`config.mk`:
```
export PLATFORM = sky130hd
export DESIGN_NAME = scan_ctrl_loader
export DESIGN_NICKNAME = d
export VERILOG_FILES = /design/src/rtl/scan_pkg.sv /design/src/rtl/scan_phase_timer.sv /design/src/rtl/scan_ctrl_loader.sv
export SDC_FILE = /design/constraint.sdc
export NUM_CORES = 1
export LEC_CHECK = 0
export ABC_AREA = 0
export BUFFER_PORTS_ARGS = -buffer_cell sky130_fd_sc_hd__buf_2
export CAP_MARGIN = 5
export CORE_ASPECT_RATIO = 1.4
export CORE_MARGIN = 2
export CORE_UTILIZATION = 40
export DETAILED_ROUTE_END_ITERATION = 10
export GPL_ROUTABILITY_DRIVEN = 0
export PLACE_DENSITY_LB_ADDON = 0.1
export SKIP_LAST_GASP = 1
export SLEW_MARGIN = 20
export SYNTH_ARGS = -nofsm -noshare
export SYNTH_HDL_FRONTEND = slang
export SYNTH_SLANG_ARGS = --single-unit
```
`constraint.sdc`:
```
create_clock -name CLK -period 2.1 [get_ports CLK]
set_input_delay 0 -clock CLK [delete_from_list [all_inputs] [get_ports CLK]]
set_output_delay 0 -clock CLK [all_outputs]
set_load 0.01 [all_outputs]
```
`src/rtl/scan_pkg.sv`:
```
// rtl/scan_pkg.sv - shared types, defaults and latency helper for the scan loader
//
// Purpose: common definitions for the control scan-chain master.
//   scan_state_t  : FSM state encoding
//   SCAN_WIDTH_DEF: default chain length
//   SCAN_DIV_DEF  : default CLK cycles per SCAN_CLK half-period / load phase
//   scan_latency  : CLK edges from an accepted request to the next possible accept
package scan_pkg;

  typedef enum logic [2:0] {
    IDLE,
    SHIFT_LO,
    SHIFT_HI,
    LOAD_HI,
    LOAD_GUARD,
    DONE
  } scan_state_t;

  localparam int SCAN_WIDTH_DEF = 5;
  localparam int SCAN_DIV_DEF   = 4;

  // WIDTH bit periods of 2*DIV, load and guard phases of DIV each,
  // one DONE cycle and one IDLE cycle before the next handshake.
  function automatic int scan_latency(input int width, input int div);
    return (2 * width + 2) * div + 2;
  endfunction

endpackage

```
`src/rtl/scan_phase_timer.sv`:
```
// rtl/scan_phase_timer.sv - DIV-cycle down-counter shared by every timed state
//
// Purpose: measures one phase of DIV CLK cycles.
//   i_clk    : system clock
//   i_reset  : asynchronous active-high reset
//   i_start  : reload for a fresh phase (asserted on the edge entering a state)
//   o_expire : high in the last cycle of the phase
module scan_phase_timer #(
  parameter int DIV = 4
) (
  input  logic i_clk,
  input  logic i_reset,
  input  logic i_start,
  output logic o_expire
);

  localparam int CW = $clog2(DIV);
  localparam logic [CW-1:0] LOAD_VAL = CW'(DIV - 1);

  logic [CW-1:0] r_cnt;

  always_ff @(posedge i_clk or posedge i_reset) begin
    if (i_reset) begin
      r_cnt <= '0;
    end else if (i_start) begin
      r_cnt <= LOAD_VAL;
    end else if (r_cnt != '0) begin
      r_cnt <= r_cnt - CW'(1);
    end
  end

  assign o_expire = (r_cnt == '0);

endmodule

```
`src/rtl/scan_ctrl_loader.sv`:
```
// rtl/scan_ctrl_loader.sv - serial scan-chain master for the control path
//
// Purpose: accepts a control word over valid/ready, shifts it MSB first onto
// the control scan chain with generated SCAN_CLK pulses, pulses SCAN_LOAD and
// returns the previous chain contents captured from SCAN_OUT.
//   CLK, RESET          : system clock, asynchronous active-high reset
//   WR_DATA/WR_VALID/WR_READY : host request handshake
//   SCAN_CLK/SCAN_DATA/SCAN_LOAD : chain shift clock, serial data, latch pulse
//   SCAN_OUT            : serial return from the last chain stage
//   RD_DATA/RD_VALID    : captured previous contents, one-cycle valid
//   BUSY                : inverse of WR_READY
module scan_ctrl_loader
  import scan_pkg::*;
#(
  parameter int WIDTH = SCAN_WIDTH_DEF,
  parameter int DIV   = SCAN_DIV_DEF
) (
  input  logic             CLK,
  input  logic             RESET,
  input  logic [WIDTH-1:0] WR_DATA,
  input  logic             WR_VALID,
  output logic             WR_READY,
  output logic             SCAN_CLK,
  output logic             SCAN_DATA,
  output logic             SCAN_LOAD,
  input  logic             SCAN_OUT,
  output logic [WIDTH-1:0] RD_DATA,
  output logic             RD_VALID,
  output logic             BUSY
);

  localparam int BW = (WIDTH > 1) ? $clog2(WIDTH) : 1;

  scan_state_t      r_state;
  scan_state_t      w_next;
  logic [WIDTH-1:0] r_shift;
  logic [WIDTH-1:0] r_cap;
  logic [WIDTH-1:0] r_rd_data;
  logic [BW-1:0]    r_bit;
  logic             r_scan_clk;
  logic             r_scan_load;
  logic             r_rd_valid;
  logic             w_start;
  logic             w_expire;

  scan_phase_timer #(.DIV(DIV)) u_timer (
    .i_clk    (CLK),
    .i_reset  (RESET),
    .i_start  (w_start),
    .o_expire (w_expire)
  );

  always_comb begin
    w_next = r_state;
    case (r_state)
      IDLE:       if (WR_VALID) w_next = SHIFT_LO;
      SHIFT_LO:   if (w_expire) w_next = SHIFT_HI;
      SHIFT_HI:   if (w_expire) w_next = (r_bit == '0) ? LOAD_HI : SHIFT_LO;
      LOAD_HI:    if (w_expire) w_next = LOAD_GUARD;
      LOAD_GUARD: if (w_expire) w_next = DONE;
      DONE:       w_next = IDLE;
      default:    w_next = IDLE;
    endcase
  end

  // Every state change starts a new phase; DONE and IDLE ignore the timer.
  assign w_start = (w_next != r_state);

  // SCAN_CLK, SCAN_LOAD and RD_VALID are decoded from the next state and
  // registered so they are glitch-free and clear asynchronously on RESET.
  always_ff @(posedge CLK or posedge RESET) begin
    if (RESET) begin
      r_state     <= IDLE;
      r_scan_clk  <= 1'b0;
      r_scan_load <= 1'b0;
      r_rd_valid  <= 1'b0;
    end else begin
      r_state     <= w_next;
      r_scan_clk  <= (w_next == SHIFT_HI);
      r_scan_load <= (w_next == LOAD_HI);
      r_rd_valid  <= (w_next == DONE);
    end
  end

  always_ff @(posedge CLK or posedge RESET) begin
    if (RESET) begin
      r_shift   <= '0;
      r_cap     <= '0;
      r_rd_data <= '0;
      r_bit     <= '0;
    end else begin
      if (r_state == IDLE && WR_VALID) begin
        r_shift <= WR_DATA;
        r_bit   <= BW'(WIDTH - 1);
      end
      // Sample the return just before SCAN_CLK rises, while the chain is stable.
      if (r_state == SHIFT_LO && w_expire) begin
        r_cap <= {r_cap[WIDTH-2:0], SCAN_OUT};
      end
      // Advance data on the falling SCAN_CLK so it never moves while SCAN_CLK=1.
      if (r_state == SHIFT_HI && w_expire) begin
        r_shift <= {r_shift[WIDTH-2:0], 1'b0};
        if (r_bit != '0) begin
          r_bit <= r_bit - BW'(1);
        end
      end
      if (w_next == DONE) begin
        r_rd_data <= r_cap;
      end
    end
  end

  assign SCAN_DATA = (r_state == SHIFT_LO || r_state == SHIFT_HI) ? r_shift[WIDTH-1] : 1'b0;
  assign SCAN_CLK  = r_scan_clk;
  assign SCAN_LOAD = r_scan_load;
  assign RD_DATA   = r_rd_data;
  assign RD_VALID  = r_rd_valid;
  assign WR_READY  = (r_state == IDLE);
  assign BUSY      = ~WR_READY;

endmodule

```
==> flow_summary.toml, run 1 <==
[critical_path]
worstSetupPathType = "flip-flop to flip-flop"
cp.required_ps = 2250
worstPathMaxFanout = 9
cp-start-kind = "flip-flop"
arrival_ps = 1860
end_kind = "flip-flop"

[place]
place_ws_ps = 377
place_area_sq_um = 1390
dp_hpwl_um = 1640
dp.cells = 166
numPortBuffers = 19

[global_routing]
grt_usage_pct = 14.1
antenna_found_initial = 0
grt_pass1_vias = 931
grt_max_degree = 27
grt_pass1_wl_um = 4020
grt-ovfl-total = 0

[drt]
first_pass_iters = 5
drt_iter0_drc = 6
routed_wl_um = 2240
vias = 882
ant_nets = 0
wl_per_cell_um = 12.6
drc = 0
avgViaCountPerCell = 4.98

[clock_network]
numCtsBuffers = 3
htree_num_levels = 1
cts-root-buf = "clkbuf_8"
clk_latency_ps = 270
cts.sink_count = 26
cts_setup_buffers = 0
cts_tree = "built"
cts.clk_slew.worst_paths_ps = 80
cts.path.max_buffers = 2

[layout]
area_growth_pct = 18.2
final_area_sq_um = 1530
diodes = 0
final_nets = 152
finalNonFillerCells = 177
fillers = 276
drive_gt1_share_pct = 28.3

[yosys]
synth_common_cells = "26 x dfrtp_1, 11 x nor2_1, 9 x inv_1"
async_reset_ff_share_pct = 100
post-synth-top-area-fraction_pct = 50.2
yosys_register_bits = 26
ys_warn_count = 0
yosysTopAreaCell = "dfrtp_1"
netlist_area_sq_um = 1300
seq_area_frac_synth_pct = 50.2
synthFlopType = "dfrtp_1"
synth_edf_count = 0
yosysMostFrequentCell = "dfrtp_1"
yosys-top-cells-area = "dfrtp_1 50%, mux2_2 4.3%, ha_1 3.9%"
avgSynthCellArea_sq_um = 11.4
syn-num-nets = 127
syn_inst = 114
ys_types = 35

[timing]
rsz0062_at_grt = "false"
max-slew-margin-rel_pct = 68.4
period_minus_slack_ps = 1720
tightest_slew_ps = 474
maxSlewViolCount = 0
finalSetupViolCount = 0
clock.fmax_ghz = 0.583
timing.final.ws_setup_ps = 384
fin_skew_ps = 9.55
final.period_utilization_pct = 81.7
final-hold-violation-count = 0
fin_tns_setup_ps = 0

[die]
dieHeight_um = 71.4
io-pin-count = 20
core-area_sq_um = 3090
fp.dieArea_sq_um = 3720
dieWidth_um = 52.1
start_util_pct = 41.9
num_rows = 24

[status]
outcome = "finished clean"

[pwr]
power.density_nw_per_um2 = 1220
irDropWorstVdd_v = 0.000624
power_leakage_nw = 0.716

[run]
cap_viol_max_count = 0

[min_path]
hold_path_class = "primary input to flip-flop"
## logic make-up after synthesis
family | share of synthesized area (%)
simple gates | 17.2
flops | 50.2
buf+inv | 6.95
compound gates | 8.69
mux | 11.1
fa+ha+maj | 3.86
xor+xnor | 2.03
## where the power goes
group / total, mW / internal [mW] / switching [mW]
Sequential: 0.819 / 0.665 / 0.153
Combinational: 0.639 / 0.323 / 0.316
Clock: 0.408 / 0.255 / 0.153
## repair_timing
item | CTS | global route
hold buffers | 7 | 0
hold endpoints to repair | 32 | 0
resized for setup | 0 | 0
## metal layers
metal	wire, um	GRT usage [%]	vias up
li1	-	-	433
met1	925	16.8	435
met2	1230	24.6	12
met3	62	1.88	2
met4	19	6.14	0
met5	0	0	-
## flip-flops by register name, summed over array words and instances (netlist names)
| register | count |
|---|---|
| RD_DATA | 5 |
| RD_VALID | 1 |
| SCAN_CLK | 1 |
| SCAN_LOAD | 1 |
| r_bit | 3 |
| r_cap | 5 |
| r_shift | 5 |
| r_state | 3 |
| u_timer.r_cnt | 2 |
## worst max-delay path, cell delays in order (launching register included)
cell,delay [ps]
dfrtp_1,390
inv_1,80
ha_1,340
and3_1,420
mux2_1,360
## cell usage in the layout (no fill, tap or decap), drive strengths merged, types with 2 or more instances in the layout
cell / Yosys / layout
a21oi: 3 / 3
buf: 7 / 20
clkbuf: 0 / 3
dfrtp: 26 / 26
dlygate4sd3: 0 / 7
ha: 4 / 4
inv: 9 / 9
mux2: 10 / 10
mux2i: 2 / 2
nand2: 8 / 8
nand2b: 3 / 3
nand3: 2 / 2
nor2: 11 / 11
nor3: 8 / 8
nor3b: 2 / 2
o21ai: 2 / 2
o22ai: 4 / 4
xnor2: 2 / 2
## through the flow
step | util (%) | total power [mW] | hold slack [ps]
after floorplan | - | 1.34 | 40.0
after global placement | 45.0 | 1.45 | 68.4
after detailed placement | 45.0 | 1.47 | 70.7
after CTS | 49.6 | 1.90 | 133
after global routing | 49.6 | 2.02 | 168
final | 49.6 | 1.87 | 141
## layout make-up
cell class | count | area (sq um) | area share [%]
sequential | 26 | 651 | 42.4
timing repair buffer | 27 | 173 | 11.3
tap | 39 | 48.8 | 3.18
clock inverter | 1 | 30.0 | 1.96
multi-input combinational | 72 | 556 | 36.2
inverter | 9 | 33.8 | 2.20
clock buffer | 3 | 41.3 | 2.69
## path summary, 6_finish.rpt
| kind | from | endpoint | slack [ps] | cells after the start |
|---|---|---|---|---|
| worst min register to register | r_bit[0] | r_bit[0] | 490 | 1 |
| min in group asynchronous | RESET | RD_VALID | 310 | 4 |
| worst min-delay path | WR_VALID | r_state[0] | 140 | 3 |
| worst max-delay path | u_timer.r_cnt[0] | RD_DATA[4] | 380 | 4 |
| worst max register to register | u_timer.r_cnt[0] | RD_DATA[4] | 380 | 4 |
| max in group asynchronous | RESET | RD_DATA[2] | 1530 | 4 |
Note: power is estimated with default switching activity, not from simulation.
==> run 2, diff against run 1 <==
--- a/config.mk
+++ b/config.mk
@@ -5,7 +5,7 @@
 export SDC_FILE = /design/constraint.sdc
 export NUM_CORES = 1
 export LEC_CHECK = 0
-export ABC_AREA = 0
+export ABC_AREA = 1
 export BUFFER_PORTS_ARGS = -buffer_cell sky130_fd_sc_hd__buf_2
 export CAP_MARGIN = 5
 export CORE_ASPECT_RATIO = 1.4
==> constraint.sdc (replaced) <==
create_clock -name CLK -period 1.8 [get_ports CLK]
set_input_delay 0 -clock CLK [delete_from_list [all_inputs] [get_ports CLK]]
set_output_delay 0 -clock CLK [all_outputs]
set_load 0.01 [all_outputs]
==> run 2 against run 1 <==
  * Sequential power increased by 5.0%
  * Combinational power is 19% higher
  * Utilization rose by 2.1 points
  * Clock-buffer cell count is the same
  * Synthesized cell count grew 13%
  * Routed wire length up 0.94%
  * Via count up 4.8%
  * Critical path depth increased by 7
  * Cell count is 11% higher
  * Fmax is 9.5% higher
  * Synthesized area shrank 5.4%
  * Setup slack got worse by 150 ps
  * Critical endpoint is now u_timer.r_cnt[0]
==> flow_summary.toml, run 2 <==
[timing]
maxSlewViolCount = 0
tightest_slew_ps = 324
period_minus_slack_ps = 1570
fin_skew_ps = 8.83
rsz0062_at_grt = "false"
final.period_utilization_pct = 87.1
finalSetupViolCount = 0
final-hold-violation-count = 0
max-slew-margin-rel_pct = 78.4
clock.fmax_ghz = 0.638
fin_tns_setup_ps = 0

[place]
place_area_sq_um = 1360
dp_hpwl_um = 1740
numPortBuffers = 19
dp.cells = 185

[pwr]
clockPowerShare_pct = 22.9
power.density_nw_per_um2 = 1400
combPwrFrac_pct = 36.1
p_switching_mw = 0.750
seq_power_share_pct = 41.0
p_int_mw = 1.35
power_leakage_nw = 0.792
swShare_pct = 35.7
total_power_mw = 2.10
irDropWorstVdd_v = 0.000694

[critical_path]
arrival_ps = 1730
worstPathMaxFanout = 7
cp.required_ps = 1970
end_kind = "flip-flop"
cp-start-kind = "flip-flop"
timing.rr.end = "u_timer.r_cnt[0]"
reg2reg_slack_ps = 230
worstSetupPathType = "flip-flop to flip-flop"
r2r_start = "u_timer.r_cnt[0]"
ff2ff_path_depth = 11

[clock_network]
clk_latency_ps = 270
cts-root-buf = "clkbuf_8"
cts.sink_count = 26
htree_num_levels = 1
numCtsBuffers = 3
cts_tree = "built"
cts.clk_slew.worst_paths_ps = 90
post_cts_resized = 0
cts.path.max_buffers = 2

[global_routing]
grt_pass1_vias = 926
grt_usage_pct = 15.3
grt_max_degree = 27
grt-ovfl-total = 0
antenna_found_initial = 0
grt_pass1_wl_um = 4130

[layout]
multi_input_area_sq_um = 480
fillers = 281
final_area_sq_um = 1500
finalNonFillerCells = 196
diodes = 0
layout_commonest_cell = "nand2_1"
mostFrequentLayoutCells = "30 x nand2_1, 26 x dfrtp_1, 19 x buf_2"
drive_gt1_share_pct = 25.2
final_nets = 173
seq_area_sq_um = 651
area_growth_pct = 22.4

[yosys]
syn_inst = 129
yosysTopAreaCell = "dfrtp_1"
synthFlopType = "dfrtp_1"
post-synth-top-area-fraction_pct = 53.1
yosysMostFrequentCell = "nand2_1"
ys_warn_count = 0
syn-num-nets = 142
seq_area_frac_synth_pct = 53.1
netlist_area_sq_um = 1230
synth_common_cells = "30 x nand2_1, 26 x dfrtp_1, 14 x inv_1"
avgSynthCellArea_sq_um = 9.51
synth_edf_count = 0
ys_types = 25
async_reset_ff_share_pct = 100
yosys-top-cells-area = "dfrtp_1 53%, nand2_1 9.2%, inv_1 4.3%"
yosys_register_bits = 26

[die]
io-pin-count = 20
num_rows = 23
dieWidth_um = 50.8
fp.dieArea_sq_um = 3530
core-area_sq_um = 2910
dieHeight_um = 69.5
start_util_pct = 42.2

[drt]
wl_per_cell_um = 11.5
drc = 0
drt_iter0_drc = 14
routed_wl_um = 2260
vias = 924
avgViaCountPerCell = 4.71
ant_nets = 0
first_pass_iters = 4

[min_path]
whs_path_depth = 3
hold_end = "r_shift[0]"
hold_start = "WR_VALID"
hold_path_class = "primary input to flip-flop"

[run]
cap_viol_max_count = 0

[status]
outcome = "finished clean"
-- run 2: cell types whose count changed after synthesis, sizes merged, moves of 3 or more --
cell	change
nand3	+6
mux2	-9
nor3	-8
o22ai	+3
nand2b	-3
inv	+9
o21ai	+8
buf	-5
nand2	+26
-- run 2: logic make-up (layout without fill, tap and decap cells) --
group / after synthesis / after routing / synth area share, %
compound gates: 21 / 21 / 11.4
xor+xnor: 2 / 2 / 1.43
fa+ha+maj: 4 / 4 / 4.08
buf+inv: 20 / 50 / 7.76
flops: 26 / 26 / 53.1
mux: 1 / 1 / 0.918
simple gates: 55 / 55 / 21.3
-- run 2: repair_timing --
item                                   4_1_cts  5_1_grt
hold buffers                                 7        0
endpoints found under the hold margin       32        0
setup buffers                                0        0
-- run 2: power by group through the flow --
stage	clock (mW)	combinational, mW	sequential [mW]
final	0.481	0.759	0.860
after CTS	0.496	0.774	0.861
after detailed placement	0	0.760	0.871
after floorplan	0	0.576	0.865
after global placement	0	0.742	0.870
after global routing	0.515	0.873	0.884
-- run 2: critical path, stage by stage, from the launching register on --
cell and delay, ps:
dfrtp_1 400, inv_1 80, ha_1 280, inv_1 130, nand2_1 70, nand2_1 60, nand3_2 80, nand2_2 90
nand2_1 70, nand2_1 50, nor2_2 100, nand2_1 60
-- run 2: worst max path at each step --
stage | from | endpoint | slack (ps) | cells after the start
after global routing | u_timer.r_cnt[0] | u_timer.r_cnt[1] | 60 | 11
after CTS | u_timer.r_cnt[0] | u_timer.r_cnt[0] | 210 | 11
after global placement | u_timer.r_cnt[0] | u_timer.r_cnt[0] | 280 | 11
after floorplan | u_timer.r_cnt[0] | u_timer.r_cnt[0] | 370 | 11
final | u_timer.r_cnt[0] | u_timer.r_cnt[0] | 230 | 11
after detailed placement | u_timer.r_cnt[0] | u_timer.r_cnt[0] | 230 | 11
-- run 2: cell type report --
| type | instances | share of cell area, % |
|---|---|---|
| clock buffer | 3 | 2.75 |
| clock inverter | 1 | 2.00 |
| inverter | 18 | 4.83 |
| multi-input combinational | 83 | 32.0 |
| sequential | 26 | 43.3 |
| tap | 37 | 3.08 |
| timing repair buffer | 28 | 12.0 |
-- run 2: routing by layer --
| layer | track usage (%) | routed length [um] |
|---|---|---|
| met5 | 0 | 0 |
| met4 | 6.61 | 32 |
| met3 | 3.02 | 79 |
| met2 | 25.9 | 1150 |
| met1 | 18.5 | 1000 |
-- run 2: per-stage QoR --
stage	setup WS (ps)	util [%]	hold slack, ps
2_1_floorplan	375	-	40.0
5_1_grt	55.9	51.7	29.3
4_1_cts	214	51.7	10.7
3_5_place_dp	234	46.8	76.5
6_report	232	51.7	16.0
3_3_place_gp	284	46.8	71.4
==> run 3, diff against run 2 <==
--- a/config.mk
+++ b/config.mk
@@ -10,7 +10,7 @@
 export CAP_MARGIN = 5
 export CORE_ASPECT_RATIO = 1.4
 export CORE_MARGIN = 2
-export CORE_UTILIZATION = 40
+export CORE_UTILIZATION = 25
 export DETAILED_ROUTE_END_ITERATION = 10
 export GPL_ROUTABILITY_DRIVEN = 0
 export PLACE_DENSITY_LB_ADDON = 0.1
==> run 3 against run 2 <==
  * Clock skew is 6.7 ps lower
  * Total power up 1.3%
  * First-iteration DRC count is 21% higher
  * Critical path depth stayed put
  * Critical endpoint is now u_timer.r_cnt[1]
  * Largest power group unchanged
==> flow_summary.toml, run 3 (synthesis results as in run 2) <==
[drt]
avgViaCountPerCell = 4.17
wl_per_cell_um = 11.0
drc = 0
ant_nets = 0
vias = 933
drt_iter0_drc = 17
routed_wl_um = 2460
first_pass_iters = 4

[die]
num_rows = 30
dieWidth_um = 63.2
fp.dieArea_sq_um = 5490
dieHeight_um = 86.9
core-area_sq_um = 4800
start_util_pct = 25.5
io-pin-count = 20

[timing]
finalSetupViolCount = 0
max-slew-margin-rel_pct = 77.2
period_minus_slack_ps = 1570
fin_skew_ps = 2.18
rsz0062_at_grt = "false"
final.period_utilization_pct = 87.4
fin_tns_setup_ps = 0
tightest_slew_ps = 341
final-hold-violation-count = 0
maxSlewViolCount = 0
clock.fmax_ghz = 0.635

[pwr]
irDropWorstVdd_v = 0.000522
power.density_nw_per_um2 = 1380
total_power_mw = 2.13
power_leakage_nw = 0.794

[layout]
area_growth_pct = 26.0
final_nets = 174
layout_commonest_cell = "nand2_1"
diodes = 0
fillers = 559
mostFrequentLayoutCells = "30 x nand2_1, 26 x dfrtp_1, 19 x buf_2"
drive_gt1_share_pct = 25.0
fin_util_pct = 32.2

[place]
dp_hpwl_um = 1800
numPortBuffers = 19

[critical_path]
cp_common_cell = "nand2_1"
end_kind = "flip-flop"
cpPeakStageDelay_ps = 400
worstSetupPathType = "flip-flop to flip-flop"
r2r_start = "u_timer.r_cnt[0]"
cp-start-kind = "flip-flop"
cp-startpoint = "u_timer.r_cnt[0]"
path_cells = "inv_1 -> ha_1 -> inv_1 -> nand2_1 -> nand2_1 -> nand3_2 -> nand2_2 -> nand2_1 -> nand2_1 -> nor2_2 -> nand2_1"
cp_slowest_cell = "dfrtp_1"
cp.required_ps = 1970
worstPathMaxFanout = 7
arrival_ps = 1750

[clock_network]
clk_latency_ps = 280
htree_num_levels = 1
cts-root-buf = "clkbuf_8"
cts.sink_count = 26
post_cts_resized = 0
cts.path.max_buffers = 2
numCtsBuffers = 3
cts_setup_buffers = 0
cts_tree = "built"
hold_buffers = 8
cts.clk_slew.worst_paths_ps = 100

[global_routing]
grt_pass1_vias = 906
antenna_found_initial = 0
grt_pass1_wl_um = 4320
grt-ovfl-total = 0
grt_usage_pct = 10.1
grt_max_degree = 27

[status]
outcome = "finished clean"

[min_path]
hold_start = "WR_VALID"
hold_path_class = "primary input to flip-flop"

[run]
cap_viol_max_count = 0
## run 3: metrics by stage
step	hold slack [ps]	setup WS (ps)	area [sq um]	cells
final	131	226	1550	224
after global routing	146	23.4	1550	224
after CTS	112	219	1550	224
after detailed placement	81.2	233	1390	212
after global placement	78.5	257	1390	212
after floorplan	40.0	375	1230	129
## run 3: routing by layer
metal | up-vias | wire (um) | track usage (%)
met3 | 5 | 82 | 1.94
met2 | 15 | 1190 | 16.4
met4 | 0 | 36 | 3.56
met5 | - | 0 | 0
li1 | 477 | - | -
met1 | 436 | 1150 | 13.5
## run 3: worst max-delay path: cells and delay by family, from the launching register on
| kind | cells | cell delay, ps |
|---|---|---|
| flip-flops | 1 | 400 |
| buffers and inverters | 2 | 210 |
| adder cells (fa/ha/maj) | 1 | 290 |
| AND/OR/NAND/NOR | 8 | 590 |
## run 3: layout make-up
cell class | instances | area, sq um | share of cell area (%)
Inverter | 18 | 72.6 | 4.70
Clock inverter | 1 | 30.0 | 1.94
Tap cell | 64 | 80.1 | 5.18
Timing Repair Buffer | 29 | 190 | 12.3
Clock buffer | 3 | 41.3 | 2.67
Sequential cell | 26 | 651 | 42.1
Multi-Input combinational cell | 83 | 480 | 31.1
## run 3: worst paths after layout
check / to / slack, ps / depth (start not counted)
min in group asynchronous: SCAN_LOAD / 310 / 4
worst min-delay path: r_shift[0] / 130 / 4
worst max register to register: u_timer.r_cnt[1] / 230 / 11
worst min register to register: RD_DATA[4] / 480 / 2
worst max-delay path: u_timer.r_cnt[1] / 230 / 11
max in group asynchronous: r_bit[2] / 1240 / 4
## run 3: report_power, final
group | switching, mW | leakage [nW] | internal (mW)
clock | 0.200 | 0.0357 | 0.298
sequential | 0.106 | 0.312 | 0.756
combinational | 0.464 | 0.446 | 0.303
total | 0.771 | 0.794 | 1.36
